## src/rtl/instruktion_lader.sv

```systemverilog
// Boot loader: byte stream -> 32-bit words -> instruction RAM.
// Holds the CPU in reset until the image is written.
module instruktion_lader #(
  parameter int WORDS        = 256,
  parameter int ADRESSBREITE = 8,
  parameter int TIMEOUT      = 1024,
  parameter int NACHLAUF     = 10
) (
  input  logic                    Clock,
  input  logic                    Reset,
  input  logic [7:0]              ByteRein,
  input  logic                    ByteGueltig,
  output logic                    ByteBereit,
  output logic [31:0]             InstruktionDaten,
  output logic [ADRESSBREITE-1:0] InstruktionAdresse,
  output logic                    SchreibeInstruktion,
  input  logic                    InstruktionGeschrieben,
  output logic                    Initialisierung,
  output logic                    CPUReset,
  output logic                    Fertig,
  output logic                    Fehler
);

  localparam int CW = $clog2(WORDS + 1);
  localparam int TW = $clog2(TIMEOUT + 1);
  localparam int NW = $clog2(NACHLAUF + 1);

  typedef enum logic [2:0] {
    S_LAENGE,
    S_DATEN,
    S_SCHREIBEN,
    S_PAUSE,
    S_NACHLAUF,
    S_FERTIG,
    S_FEHLER
  } state_t;

  state_t                  state_q, state_d;
  logic [1:0]              bc_q, bc_d;
  logic [31:0]             n_q, n_d;
  logic [31:0]             data_q, data_d;
  logic [ADRESSBREITE-1:0] adr_q, adr_d;
  logic [CW-1:0]           cnt_q, cnt_d;
  logic [CW-1:0]           cnt_nx;
  logic [TW-1:0]           to_q, to_d;
  logic [NW-1:0]           nl_q, nl_d;
  logic                    we_q, we_d;
  logic                    init_q, init_d;
  logic                    cpu_q, cpu_d;
  logic                    fertig_q, fertig_d;
  logic                    fehler_q, fehler_d;
  logic                    take;
  logic [31:0]             n_word;
  logic [31:0]             d_word;

  assign ByteBereit = ((state_q == S_LAENGE) ||
                       (state_q == S_DATEN)) && !Reset;
  assign take   = ByteGueltig && ByteBereit;
  assign n_word = {ByteRein, n_q[31:8]};
  assign d_word = {ByteRein, data_q[31:8]};
  assign cnt_nx = cnt_q + CW'(1);

  assign InstruktionDaten    = data_q;
  assign InstruktionAdresse  = adr_q;
  assign SchreibeInstruktion = we_q;
  assign Initialisierung     = init_q;
  assign CPUReset            = cpu_q;
  assign Fertig              = fertig_q;
  assign Fehler              = fehler_q;

  // Next state and datapath; the last word's PAUSE cycle
  // counts as the first cycle of the CPU reset tail.
  always_comb begin
    state_d = state_q;
    bc_d    = bc_q;
    n_d     = n_q;
    data_d  = data_q;
    adr_d   = adr_q;
    cnt_d   = cnt_q;
    to_d    = to_q;
    nl_d    = nl_q;
    unique case (state_q)
      S_LAENGE: begin
        if (take) begin
          n_d  = n_word;
          bc_d = bc_q + 2'd1;
          if (bc_q == 2'd3) begin
            if (n_word == 32'd0) begin
              state_d = S_NACHLAUF;
              nl_d    = NW'(NACHLAUF - 1);
            end else if (n_word > 32'(WORDS)) begin
              state_d = S_FEHLER;
            end else begin
              state_d = S_DATEN;
              adr_d   = '0;
              cnt_d   = '0;
            end
          end
        end
      end
      S_DATEN: begin
        if (take) begin
          data_d = d_word;
          bc_d   = bc_q + 2'd1;
          if (bc_q == 2'd3) begin
            state_d = S_SCHREIBEN;
            to_d    = '0;
          end
        end
      end
      S_SCHREIBEN: begin
        if (InstruktionGeschrieben) begin
          state_d = S_PAUSE;
        end else if (to_q == TW'(TIMEOUT - 1)) begin
          state_d = S_FEHLER;
        end else begin
          to_d = to_q + TW'(1);
        end
      end
      S_PAUSE: begin
        cnt_d = cnt_nx;
        if (32'(cnt_nx) == n_q) begin
          state_d = S_NACHLAUF;
          nl_d    = NW'(NACHLAUF - 2);
        end else begin
          state_d = S_DATEN;
          adr_d   = adr_q + ADRESSBREITE'(1);
        end
      end
      S_NACHLAUF: begin
        if (nl_q == '0) begin
          state_d = S_FERTIG;
        end else begin
          nl_d = nl_q - NW'(1);
        end
      end
      S_FERTIG: state_d = S_FERTIG;
      S_FEHLER: state_d = S_FEHLER;
      default:  state_d = S_LAENGE;
    endcase
    we_d     = (state_d == S_SCHREIBEN);
    init_d   = (state_d != S_NACHLAUF) &&
               (state_d != S_FERTIG);
    cpu_d    = (state_d != S_FERTIG);
    fertig_d = (state_d == S_FERTIG);
    fehler_d = (state_d == S_FEHLER);
  end

  // State and registered outputs with synchronous reset.
  always_ff @(posedge Clock) begin
    if (Reset) begin
      state_q  <= S_LAENGE;
      bc_q     <= '0;
      n_q      <= '0;
      data_q   <= '0;
      adr_q    <= '0;
      cnt_q    <= '0;
      to_q     <= '0;
      nl_q     <= '0;
      we_q     <= 1'b0;
      init_q   <= 1'b1;
      cpu_q    <= 1'b1;
      fertig_q <= 1'b0;
      fehler_q <= 1'b0;
    end else begin
      state_q  <= state_d;
      bc_q     <= bc_d;
      n_q      <= n_d;
      data_q   <= data_d;
      adr_q    <= adr_d;
      cnt_q    <= cnt_d;
      to_q     <= to_d;
      nl_q     <= nl_d;
      we_q     <= we_d;
      init_q   <= init_d;
      cpu_q    <= cpu_d;
      fertig_q <= fertig_d;
      fehler_q <= fehler_d;
    end
  end

endmodule
```

## config.mk

```make
export PLATFORM = sky130hd
export DESIGN_NAME = instruktion_lader
export DESIGN_NICKNAME = d
export VERILOG_FILES = /design/src/rtl/instruktion_lader.sv
export SDC_FILE = /design/constraint.sdc
export NUM_CORES = 1
export LEC_CHECK = 0
export CAP_MARGIN = 20
export CELL_PAD_IN_SITES_DETAIL_PLACEMENT = 0
export CELL_PAD_IN_SITES_GLOBAL_PLACEMENT = 1
export CORE_MARGIN = 4
export CORE_UTILIZATION = 40
export DETAILED_ROUTE_END_ITERATION = 12
export PLACE_DENSITY = 0.86
export RECOVER_POWER = 100
export SLEW_MARGIN = 25
export SYNTH_ARGS = -nofsm -noshare
export SYNTH_HDL_FRONTEND = slang
export SYNTH_SLANG_ARGS = --single-unit
```

## constraint.sdc

```tcl
create_clock -name Clock -period 3.9 [get_ports Clock]
set_clock_uncertainty 0.05 [all_clocks]
set_input_delay 0.39 -clock Clock [delete_from_list [all_inputs] [get_ports Clock]]
set_output_delay 0.39 -clock Clock [all_outputs]
set_load 0.05 [all_outputs]
```

==> metrics.csv <==
stage;metric;value;unit
min_path;min_path_type;flip-flop to flip-flop;
timing;fin_ws;0.467;ns
clock_network;clkTransAtPathRegs;0.08;ns
pwr;total_power;2.09;mW
synth;yosysTopAreaCell;dfxtp_1;
clock_network;clk_path_buf_depth;2;
final_layout;syn2layout_area_growth;20.4;%
floorplan;initial_core_util;41.4;%
critical_path;worstRegToRegCells;7;
routing;wire_per_inst;13.3;um
routing;first_pass_iters;4;
global_route;grt_pass1_vias;3762;
timing;grt_setup_unrepaired;no;
floorplan;top_level_ports;58;
placed_design;portBuffers;57;
timing;setup_tns;0;ns
floorplan;core-area;10900;um2
placed_design;hpwl;6.83;mm
timing;finalCritPeriodShare;88.0;%
clock_network;clockRootBuffer;clkbuf_16;
timing;max_freq;291;MHz
synth;syn-num-nets;589;
synth;ys_seq_area_share;46.9;%
pwr;switchingPower;0.512;mW
clock_network;clock_sinks;106;
timing;worstMarginPinSlew;1.67;ns
synth;synth_area_leaders;dfxtp_1, nand2_1, a21oi_1;
floorplan;die_area;13100;um2
min_path;hold_depth;2;
pwr;seqPwrFrac;52.5;%
pwr;pwr-share-comb;4.1;%
clock_network;cts_tree;yes;
synth;synth_top_area_share;46.9;%
pwr;p_per_area;384;nW/um2
final_layout;n_fill_cell;1073;
global_route;grt_use_total;15.6;%
floorplan;die_w;114;um
clock_network;htreeDepth;3;
critical_path;cp-start-kind;input port;
outcome;violations;max-capacitance violations, max-slew violations;
final_layout;final_util;49.8;%
clock_network;cts_buffers;9;
timing;slew_violations;85;
timing;relSlewSlack;-11.5;%
pwr;p_leak;1.94;nW
pwr;pwr-share-clk;43.4;%
pwr;p_sw_share;24.5;%
synth;synth_edf_count;0;
synth;async_flop_share;0;%
routing;num_vias;3937;
timing;period_minus_slack;3.43;ns
floorplan;placement_rows;38;
global_route;antenna_found_initial;0;
placed_design;dp_cells;740;
global_route;grt_max_degree;85;
final_layout;diodes;0;
clock_network;cts_hold_buffers;0;
global_route;grt_pass1_wl;17.2;mm
final_layout;finalNonFillerCells;756;
synth;synth_flop_cell;dfxtp_1;
routing;finalWirelength;10.1;mm
synth;synth_common_cells;nand2_1, dfxtp_1, a21oi_1, nor2_1, clkbuf_1;
outcome;status;complete, but fails checks;
synth;syn_area_per_cell;7.92;um2
pwr;ir_drop;197;uV
placed_design;post-place-ws;0.835;ns
synth;yosysMostFrequentCell;nand2_1;
clock_network;clk_latency;0.35;ns
job;maxCapViolCount;1;
synth;synth_area;4520;um2
final_layout;final_area;5450;um2
final_layout;nNetsFinal;629;
pwr;p_int;1.58;mW
routing;ant_nets;0;
floorplan;fp.dieH;114;um
critical_path;cp.arrival;3.61;ns
routing;first_iter_violations;216;
timing;hold_viol_final;0;
placed_design;place_congestion;0.830;
routing;drc_errors;0;
critical_path;worstPathMaxFanout;33;
placed_design;dpl_cell_area;5170;um2
synth;yosys_warnings;0;
synth;syn-instance-count;571;
critical_path;worstPathRequired;4.08;ns
timing;setup_viol;0;
timing;fin_hold_ws;0.406;ns
clock_network;cts_setup_buffers;0;
synth;ys_ff_latch;106;
global_route;grt-ovfl-total;0;
routing;vias_per_cell;5.21;
critical_path;endpoint_kind;flip-flop;
clock_network;cts_resized;0;
synth;synth.distinct_cells;55;
final_layout;drive_gt1_share;4.87;%
critical_path;criticalPathCategory;input port to flip-flop;
## worst max-delay path: stages
cell           delay (ns)
dlygate4sd3_1        0.56
nor2b_1              0.35
and3_1               0.20
clkbuf_1             1.02
a31oi_1              0.47
or2_2                0.43
xor2_1               0.13
nor2_1               0.05
## final timing paths
kind	startpoint	endpoint	slack [ns]
setup / recovery	ByteGueltig	cnt_q[5]	0.47
hold / removal	InstruktionDaten[6]	InstruktionDaten[6]	0.41
setup reg to reg	state_q[0]	cnt_q[5]	0.66
hold reg to reg	InstruktionDaten[6]	InstruktionDaten[6]	0.41
## flip-flops by register name, summed over array words and instances (netlist names)
| register | count |
|---|---|
| InstruktionDaten | 32 |
| n_q | 32 |
| to_q | 11 |
| cnt_q | 9 |
| InstruktionAdresse | 8 |
| nl_q | 4 |
| state_q | 3 |
| bc_q | 2 |
| CPUReset | 1 |
| Fehler | 1 |
| Fertig | 1 |
| Initialisierung | 1 |
| SchreibeInstruktion | 1 |
## logic make-up after synthesis
kind of cell,after synthesis,share of synthesized area [%]
and+or+nand+nor,271,27.3
AOI/OAI and AO/OA,123,15.5
DFF,106,46.9
buffers and inverters,38,3.37
xor gates and xnor gates,25,4.84
adders and majority gates,6,1.66
muxes,2,0.470
## per-layer routing
layer / wire length [um] / GRT usage, % / up-vias
met5: 0 / 0 / -
met4: 178 / 4.83 / 0
met3: 590 / 4.33 / 14
met2: 4600 / 25.0 / 85
met1: 4680 / 20.6 / 1816
li1: - / - / 2022
## area by class of cell
class,count,area [um2],share of cell area [%]
multi-input combinational,427,2230,41.0
inverter,5,18.8,0.345
tap,140,175,3.22
timing repair buffer,62,593,10.9
sequential,106,2120,39.0
clock inverter,7,81.3,1.49
clock buffer,9,225,4.14
## placed cells by master, fill, tap and decap left out, drive strengths merged, types with 2 or more instances in the layout
cell type / instances
clkdlybuf4s50: 10
nor2: 38
clkbuf: 12
xor2: 14
nand4: 5
dfxtp: 106
a22oi: 2
and2: 4
o21ai: 16
inv: 9
xnor2: 11
a31oi: 2
a21oi: 83
and3: 9
clkinv: 3
nand2b: 2
o21a: 2
nor3: 11
a211oi: 2
nand2: 148
o311ai: 2
ha: 6
nor4: 8
dlygate4sd3: 46
nor2b: 5
o31ai: 5
buf: 3
or2: 4
or4: 4
nand3: 16
or3: 12
## power by group through the flow
stage | combinational [mW] | clock [mW] | sequential [mW]
floorplan | 0.0566 | 0 | 1.12
global placement | 0.0868 | 0 | 1.12
detailed placement | 0.0880 | 0 | 1.12
CTS | 0.0884 | 0.933 | 1.10
global route | 0.0957 | 0.972 | 1.10
finish | 0.0857 | 0.907 | 1.10
Power figures use the tool's default switching activity.
